**src/rtl/unlock_pkg.sv**
```systemverilog
// Shared types and width helpers for the password unlock path.
// Latency: n/a (types and constant functions only).
// Backpressure: n/a.
package unlock_pkg;

    // Top-level controller states
    typedef enum logic [1:0] {
        ACCEPT  = 2'd0,
        SHIFT   = 2'd1,
        REPORT  = 2'd2,
        LOCKOUT = 2'd3
    } state_t;

    // Symbol index width; at least one bit so LEN=1 still has a legal vector
    function automatic int sym_idx_w(input int len);
        return (len > 1) ? $clog2(len) : 1;
    endfunction

    // Bit counter width inside a symbol; at least one bit for N=1
    function automatic int bit_cnt_w(input int n);
        return (n > 1) ? $clog2(n) : 1;
    endfunction

    // Lockout down-counter width; must hold the value LOCK_CYCLES itself
    function automatic int lock_cnt_w(input int lock_cycles);
        return (lock_cycles > 0) ? $clog2(lock_cycles + 1) : 1;
    endfunction

    // Failure counter width; must hold the value MAX_TRIES itself
    function automatic int fail_cnt_w(input int max_tries);
        return (max_tries > 0) ? $clog2(max_tries + 1) : 1;
    endfunction

endpackage

```
**src/rtl/unlock_sym_serializer.sv**
```systemverilog
// Accepts one N-bit symbol over valid/ready and streams it out MSB first, one bit per cycle.
// Latency: first bit valid the cycle after the handshake; last bit N cycles after it.
// Backpressure: p_ready follows accept_en from the controller; nothing is taken while bits are streaming.
module unlock_sym_serializer
    import unlock_pkg::*;
#(
    parameter int N = 4
) (
    input  logic         clk,
    input  logic         reset,
    input  logic         accept_en,
    input  logic [N-1:0] p_data,
    input  logic         p_valid,
    output logic         p_ready,
    output logic         sym_load,
    output logic         bit_dat,
    output logic         bit_vld,
    output logic         bit_last
);

    localparam int BW = bit_cnt_w(N);

    logic [N-1:0]  shreg;
    logic [BW-1:0] bit_cnt;
    logic          active;

    // The controller decides when a symbol may enter; the serializer only completes the handshake
    assign p_ready  = accept_en;
    assign sym_load = p_valid && accept_en;

    // Load on handshake, then shift one bit per cycle until the symbol is drained
    always_ff @(posedge clk) begin
        if (reset) begin
            shreg   <= '0;
            bit_cnt <= '0;
            active  <= 1'b0;
        end else if (sym_load) begin
            shreg   <= p_data;
            bit_cnt <= '0;
            active  <= 1'b1;
        end else if (active) begin
            shreg <= shreg << 1;
            if (bit_cnt == BW'(N - 1)) begin
                bit_cnt <= '0;
                active  <= 1'b0;
            end else begin
                bit_cnt <= bit_cnt + BW'(1);
            end
        end
    end

    assign bit_dat  = shreg[N-1];
    assign bit_vld  = active;
    assign bit_last = active && (bit_cnt == BW'(N - 1));

endmodule

```
**src/rtl/lockout_unlock_controller.sv**
```systemverilog
// Checks a streamed LEN-symbol password bit by bit against a key captured at attempt start; locks out after repeated failures.
// Latency: unlock/pwd_incorrect pulse N+1 cycles after the final symbol handshake; one symbol per N+1 cycles.
// Backpressure: p_ready only in ACCEPT; held low while shifting, reporting and for the whole lockout.
module lockout_unlock_controller
    import unlock_pkg::*;
#(
    parameter int N           = 4,
    parameter int LEN         = 4,
    parameter int MAX_TRIES   = 3,
    parameter int LOCK_CYCLES = 16
) (
    input  logic                                clk,
    input  logic                                reset,
    input  logic [N-1:0]                        p_data,
    input  logic                                p_valid,
    output logic                                p_ready,
    input  logic [N*LEN-1:0]                    pwd_key,
    output logic                                unlock,
    output logic                                pwd_incorrect,
    output logic                                locked_out,
    output logic [fail_cnt_w(MAX_TRIES)-1:0]    fail_cnt
);

    localparam int KW = N * LEN;
    localparam int SW = sym_idx_w(LEN);
    localparam int LW = lock_cnt_w(LOCK_CYCLES);
    localparam int FW = fail_cnt_w(MAX_TRIES);

    state_t         state;
    logic [KW-1:0]  key_q;
    logic [SW-1:0]  sym_idx;
    logic [LW-1:0]  lock_cnt;
    logic           mismatch;

    logic           sym_load;
    logic           bit_dat;
    logic           bit_vld;
    logic           bit_last;
    logic           bit_miss;
    logic           sym_final;

    unlock_sym_serializer #(
        .N (N)
    ) u_ser (
        .clk       (clk),
        .reset     (reset),
        .accept_en (state == ACCEPT),
        .p_data    (p_data),
        .p_valid   (p_valid),
        .p_ready   (p_ready),
        .sym_load  (sym_load),
        .bit_dat   (bit_dat),
        .bit_vld   (bit_vld),
        .bit_last  (bit_last)
    );

    // The key register shifts in step with the data, so its MSB is always the bit under test
    assign bit_miss  = bit_dat != key_q[KW-1];
    assign sym_final = sym_idx == SW'(LEN - 1);

    // Attempt FSM: key capture, sticky mismatch, verdict pulses, failure count and lockout timer
    always_ff @(posedge clk) begin
        if (reset) begin
            state         <= ACCEPT;
            key_q         <= '0;
            sym_idx       <= '0;
            mismatch      <= 1'b0;
            lock_cnt      <= '0;
            unlock        <= 1'b0;
            pwd_incorrect <= 1'b0;
            locked_out    <= 1'b0;
            fail_cnt      <= '0;
        end else begin
            unlock        <= 1'b0;
            pwd_incorrect <= 1'b0;
            case (state)
                ACCEPT: begin
                    if (sym_load) begin
                        state <= SHIFT;
                        // Key is frozen for the whole attempt so late key writes cannot skew it
                        if (sym_idx == '0) begin
                            key_q    <= pwd_key;
                            mismatch <= 1'b0;
                        end
                    end
                end
                SHIFT: begin
                    if (bit_vld) begin
                        key_q <= key_q << 1;
                        if (bit_miss) begin
                            mismatch <= 1'b1;
                        end
                        if (bit_last) begin
                            if (sym_final) begin
                                sym_idx <= '0;
                                state   <= REPORT;
                                // Verdict includes the bit being checked this cycle
                                if (mismatch || bit_miss) begin
                                    pwd_incorrect <= 1'b1;
                                    fail_cnt      <= (fail_cnt == FW'(MAX_TRIES)) ? fail_cnt
                                                                                  : fail_cnt + FW'(1);
                                end else begin
                                    unlock   <= 1'b1;
                                    fail_cnt <= '0;
                                end
                            end else begin
                                sym_idx <= sym_idx + SW'(1);
                                state   <= ACCEPT;
                            end
                        end
                    end
                end
                REPORT: begin
                    if (fail_cnt == FW'(MAX_TRIES)) begin
                        state      <= LOCKOUT;
                        locked_out <= 1'b1;
                        lock_cnt   <= LW'(LOCK_CYCLES);
                    end else begin
                        state <= ACCEPT;
                    end
                end
                LOCKOUT: begin
                    // Counter holds the remaining lockout cycles including the current one
                    if (lock_cnt <= LW'(1)) begin
                        lock_cnt   <= '0;
                        locked_out <= 1'b0;
                        fail_cnt   <= '0;
                        state      <= ACCEPT;
                    end else begin
                        lock_cnt <= lock_cnt - LW'(1);
                    end
                end
                default: begin
                    state <= ACCEPT;
                end
            endcase
        end
    end

endmodule

```
**config.mk**
```make
export PLATFORM = sky130hd
export DESIGN_NAME = lockout_unlock_controller
export DESIGN_NICKNAME = d
export VERILOG_FILES = /design/src/rtl/unlock_pkg.sv /design/src/rtl/unlock_sym_serializer.sv /design/src/rtl/lockout_unlock_controller.sv
export SDC_FILE = /design/constraint.sdc
export NUM_CORES = 1
export LEC_CHECK = 0
export ABC_AREA = 1
export BUFFER_PORTS_ARGS = -buffer_cell sky130_fd_sc_hd__buf_2
export CORE_MARGIN = 2
export CORE_UTILIZATION = 40
export CTS_CLUSTER_DIAMETER = 60
export DETAILED_ROUTE_END_ITERATION = 16
export GPL_ROUTABILITY_DRIVEN = 0
export GPL_TIMING_DRIVEN = 0
export PLACE_DENSITY = 0.68
export SLEW_MARGIN = 20
export SYNTH_ARGS = -nofsm -noshare
export SYNTH_HDL_FRONTEND = slang
export SYNTH_SLANG_ARGS = --single-unit
```
**constraint.sdc**
```tcl
create_clock -name clk -period 1.7 [get_ports clk]
set_input_delay 0.34 -clock clk [delete_from_list [all_inputs] [get_ports clk]]
set_output_delay 0.34 -clock clk [all_outputs]
set_load 0.01 [all_outputs]
```
Yosys cells after proc, flatten, opt, wreduce, memory -nomap -nowiden
Cells that the tools add are included.
{"block": "word_totals", "reg_bits": 38, "in_bits": 23, "output_inout_bits": 6, "elab_cells": 92}
{"block": "op_classes", "add_sub_neg": 4, "magnitude_cmp": 1, "n_eq_ne": 16, "n_mux": 37, "bitwise": 4, "reduce_logical": 18}
{"operator": "16-bit two-way mux", "n": 3}
{"operator": "16-bit one-hot mux with 2 select lines", "n": 1}
{"operator": "2-bit two-way mux", "n": 13}
{"operator": "2-bit != test (second input constant)", "n": 7}
{"operator": "1-bit two-way mux", "n": 11}
{"operator": "2-bit equality test (second input constant)", "n": 5}
{"operator": "5-bit two-way mux", "n": 2}
{"operator": "5-bit one-hot mux with 2 select lines", "n": 1}
{"operator": "4-bit two-way mux", "n": 2}
{"operator": "2-bit one-hot mux with 4 select lines", "n": 1}
{"operator": "4-bit AND reduction", "n": 2}
{"operator": "2-bit nonzero test", "n": 4}
{"operator": "2-bit by 1-bit adder with 2-bit output (second input constant)", "n": 3}
{"operator": "3-bit AND reduction", "n": 2}
{"operator": "6-bit AND reduction", "n": 1}
{"operator": "5-bit by 1-bit <= comparator with 1-bit output (second input constant)", "n": 1}
{"operator": "5-bit AND reduction", "n": 1}
{"operator": "5-bit OR reduction", "n": 1}
{"operator": "5-bit by 1-bit subtractor with 5-bit output (second input constant)", "n": 1}
{"operator": "2-bit zero test", "n": 2}
{"operator": "1-bit NOT", "n": 4}
{"operator": "1-bit one-hot mux with 2 select lines", "n": 2}
{"operator": "2-bit one-hot mux with 2 select lines", "n": 1}
{"operator": "3-bit != test (second input constant)", "n": 1}
{"operator": "7 further kinds", "n": 8}

Logic depth before layout (Yosys ltp)
{"block": "logic_depth", "ltp_word": 7, "mapped_depth": 9, "ltp_nobuf": 9}

By module
Synthesis repeated with hierarchy kept, for this count alone.
{"block": "hier_totals", "cells_unflattened": 275, "hier_area_um2": 1949.4}
{"module": "lockout_unlock_controller", "instances": 1, "cells_each": 225, "area_each_um2": 1596.5, "seq_area_each_um2": 620.6}
{"module": "unlock_sym_serializer", "instances": 1, "cells_each": 50, "area_each_um2": 352.8, "seq_area_each_um2": 140.1}

Worst setup path after synthesis
OpenSTA, ideal clock, no wires.
{"block": "synth_timing", "path_type": "reg-to-reg", "start": "register state[1]", "end": "register key_q[10]", "setup_ns": 0.119, "t_arrival_ns": 1.185, "required_time_ns": 1.581, "slack_ns": 0.396, "path_stages_with_launch": 8, "n_path_buf": 1, "period_less_slack_ns": 1.304, "path_cell_list": "dfxtp_1 nor2_1 nand2_1 o21ai_1 inv_2 nand2_4 buf_2 a21oi_1"}
{"block": "synth_between", "elab_chain_len": 4, "word_cells_on_any_way": 9, "cone_classes": "4 x eq/ne; 1 x mux; 4 x reduce/logical"}
{"element": "start, declared", "line": "lockout_unlock_controller.sv:29", "text": "state_t state;"}
{"element": "start signal, assigned", "line": "lockout_unlock_controller.sv:64", "text": "state <= ACCEPT;"}
{"element": "start signal, assigned", "line": "lockout_unlock_controller.sv:79", "text": "state <= SHIFT;"}
{"element": "start signal, assigned", "line": "lockout_unlock_controller.sv:96", "text": "state <= REPORT;"}
{"element": "2-bit zero test (*)", "line": "lockout_unlock_controller.sv:47", "text": ".accept_en (state == ACCEPT),"}
{"element": "net p_ready", "line": "lockout_unlock_controller.sv:16", "text": "output logic p_ready,"}
{"element": "1-bit logical AND", "line": "unlock_sym_serializer.sv:29", "text": "assign sym_load = p_valid && accept_en;"}
{"element": "2-bit != test (no source line)"}
{"element": "4-bit AND reduction (no source line)"}
{"element": "end signal, assigned", "line": "lockout_unlock_controller.sv:82", "text": "key_q <= pwd_key;"}
{"element": "end signal, assigned", "line": "lockout_unlock_controller.sv:89", "text": "key_q <= key_q << 1;"}
{"element": "end, declared", "line": "lockout_unlock_controller.sv:30", "text": "logic [KW-1:0] key_q;"}
Mark *: on every way through the listed nets, which the timed path passes. The rest lies on a longest branch.
A chain may end at the register's enable or synchronous reset.

Worst setup path after layout
{"block": "layout_timing", "start": "register state[1]", "end": "register key_q[8]"}
{"block": "layout_between", "elab_chain_len": 4, "word_cells_on_any_way": 9, "cone_classes": "4 x eq/ne; 1 x mux; 4 x reduce/logical"}
{"element": "2-bit zero test", "line": "lockout_unlock_controller.sv:47, lockout_unlock_controller.sv:76"}
{"element": "1-bit logical AND", "line": "unlock_sym_serializer.sv:29"}
{"element": "2-bit != test (no source line)"}
{"element": "4-bit AND reduction (no source line)"}
Several ways; a longest one is shown, not always the timed one.

==> impl_metrics.toml <==
[pwr]
p_clk_frac = 0.373
p_sw_frac = 0.257
p_seq_frac = 0.486
power_density_nw_per_um2 = 934
p_int_uw = 1480
p_sw_uw = 512
peakVddDrop_v = 0.000467
combPwrFrac = 0.141
p_leak_uw = 0.000977
finalPower_uw = 2000

[worst_setup_path]
worstSetupStartpointType = "register"
r2r_end = "key_q[8]$_SDFFE_PP0P_"
rr_startpoint = "state[1]$_SDFFE_PP0P_"
cp-end-kind = "register"
worst_ep_arrival_time_ns = 1.63
cp_data_required_time_ns = 1.88
r2r_slack_ns = 0.25
rr_worst_depth = 6
cp_max_fo = 10
critical_path_class = "reg2reg"

[sta]
setup_ws_ns = 0.249
tightest_slew_ns = 0.482
maxSlewViolCount = 0
fmax_mhz = 689
rsz0062_at_grt = "false"
max_slew_margin = 0.679
final-setup-viol-count = 0
fin_skew_ns = 0.00589
min_period_over_period = 0.854
setup-tns-final_ns = 0
fin_crit_ns = 1.45
hold_viol_final = 0
holdWs_ns = 0.285

[route]
drtIter0Drc = 87
dr.pass1.iters = 4
vias_per_cell = 5.00
drc = 0
antenna_left = 0
wire_per_inst_um = 11.1
vias = 1734
wl_mm = 3.84

[global_routing]
grt.overflow.total = 0
grt_pass1_wl_mm = 6.67
grt_max_degree = 13
grtUsageTotal = 0.167
grt_pass1_vias = 1521
antenna_found_initial = 0

[layout]
diodes = 0
syn2layout_area_growth_pct = 17.2
drive_gt1_frac = 0.149
fill_cells = 458
fin_nets = 323
seqCellArea_sq_um = 761
layout.cells.non_filler = 347
multiInputGateArea_sq_um = 875

[job]
maxCapViolCount = 0

[synthesis]
synth-seq-cells = 38
yosysUniqueCellTypes = 24
syn_nets = 288
syn_area_sq_um = 1820
ys_warn_count = 0
syn_avg_cell_area_sq_um = 7.04
syn_inst = 259
ys_seq_area_frac = 0.417

[placement]
place_ws_ns = 0.274
dp.cells = 339
dp_hpwl_mm = 2.81
io_buffers = 28

[cts]
cts_tree = "done"
post_cts_buffers = 0
ctsHtreeMaxLevel = 2
cts-resized-gates = 0
clk_path_buf_depth = 2
worstSkewPairLatency_ns = 0.29
hold_buffers = 0
clkTransAtPathRegs_ns = 0.08
root_buffer = "clkbuf_8"
cts-buffers-inserted = 5
cts.sink_count = 38

[worst_hold_path]
min-delay-start = "reset"
holdPathStages = 2
worstHoldPathType = "in2reg"
min_to = "u_ser.shreg[3]$_SDFFE_PP0P_"

[outcome]
status = "completed"

[floorplanning]
initial_utilization = 0.416
die_x_um = 71.5
core_sq_um = 4380
ioPinCount = 29
die_y_um = 71.5
row_count = 24
dieArea_sq_um = 5110
-- state kept, by name, indices dropped and copies added, names as in the netlist --
name	cells
u_ser.bit_vld	1
locked_out	1
lock_cnt	5
fail_cnt	2
u_ser.bit_cnt	2
sym_idx	2
u_ser.shreg	4
unlock	1
mismatch	1
pwd_incorrect	1
state	2
key_q	16
-- synthesized netlist by cell type --
master	count	area [sq um]
a31oi_1	5	31.3
or2_2	1	6.26
a21oi_1	29	145
dfxtp_1	38	761
clkinv_1	1	3.75
o21ai_0	23	115
buf_2	3	15.0
buf_6	2	22.5
nor2_1	16	60.1
o21ai_1	16	80.1
inv_1	34	128
clkbuf_1	4	15.0
nand3b_1	1	7.51
nand2_1	49	184
ha_1	6	75.1
nand3_1	22	110
nor3_1	2	10.0
a2bb2oi_1	1	8.76
inv_2	1	3.75
xnor2_1	1	8.76
o21bai_1	1	7.51
nand4_1	1	6.26
a211oi_1	1	7.51
nand2_4	1	11.3
-- how the worst max path moves through the flow --
stage | from | end | slack [ns] | cells past startpoint
2_1_floorplan | state[1]$_SDFFE_PP0P_ | key_q[10]$_SDFFE_PP0P_ | 0.40 | 7
3_3_place_gp | state[1]$_SDFFE_PP0P_ | key_q[7]$_SDFFE_PP0P_ | 0.28 | 6
3_5_place_dp | state[1]$_SDFFE_PP0P_ | key_q[8]$_SDFFE_PP0P_ | 0.27 | 6
4_1_cts | state[1]$_SDFFE_PP0P_ | key_q[8]$_SDFFE_PP0P_ | 0.25 | 6
5_1_grt | state[1]$_SDFFE_PP0P_ | u_ser.shreg[0]$_SDFFE_PP0P_ | 0.09 | 5
6_report | state[1]$_SDFFE_PP0P_ | key_q[8]$_SDFFE_PP0P_ | 0.25 | 6
-- layer usage --
metal,global-route usage,up-vias,wire [um]
met5,0,-,0
met3,0.0577,4,183
met1,0.221,770,1870
met2,0.249,34,1740
li1,-,926,-
met4,0.0671,0,48
-- logic make-up (layout without fill, tap and decap cells) --
family	count (synthesis)	after routing	share of synthesized area
buf+inv	45	81	0.103
fa+ha+maj	6	6	0.0412
flops	38	38	0.417
simple gates	93	93	0.217
compound gates	76	76	0.217
xor+xnor	1	1	0.00481
-- per-stage QoR --
| step | utilization | instance area (sq um) |
|---|---|---|
| floorplan | - | 1820 |
| global placement | 0.463 | 2030 |
| detailed placement | 0.463 | 2030 |
| CTS | 0.487 | 2140 |
| global route | 0.487 | 2140 |
| finish | 0.487 | 2140 |
-- area by class of cell --
cell class,instances,share of cell area
Buffer,9,0.0246
Clock buffer,5,0.0322
Clock inverter,3,0.0187
Inverter,36,0.0632
Multi-Input combinational cell,176,0.409
Sequential cell,38,0.356
Tap cell,52,0.0304
Timing Repair Buffer,28,0.0656
-- cells in the final DEF (no fill, tap or decap), types with 2 or more instances in the layout --
cell type,Yosys,layout
ha_1,6,6
nor3_1,2,2
o21ai_0,23,23
o21ai_1,16,16
clkbuf_8,0,5
nor2_1,16,16
nand2_1,49,49
a21oi_1,29,29
inv_1,34,34
dfxtp_1,38,38
clkinv_2,0,2
buf_2,3,31
nand3_1,22,22
buf_6,2,2
clkbuf_1,4,4
a31oi_1,5,5
-- worst max-delay path: stages (launching register included) --
cell and delay, ns:
dfxtp_1 0.44, inv_1 0.06, nand2_1 0.15, clkbuf_1 0.34
o21ai_0 0.14, o21ai_1 0.16, a21oi_1 0.05
-- power groups by stage --
stage                     registers (uW)  logic (uW)  clock network, uW
final                                970         281                745
after global routing                 976         329                810
after CTS                            970         283                764
after detailed placement             991         281                  0
after global placement               990         279                  0
after floorplan                      985         205                  0
Note: power is estimated with default switching activity, not from simulation.
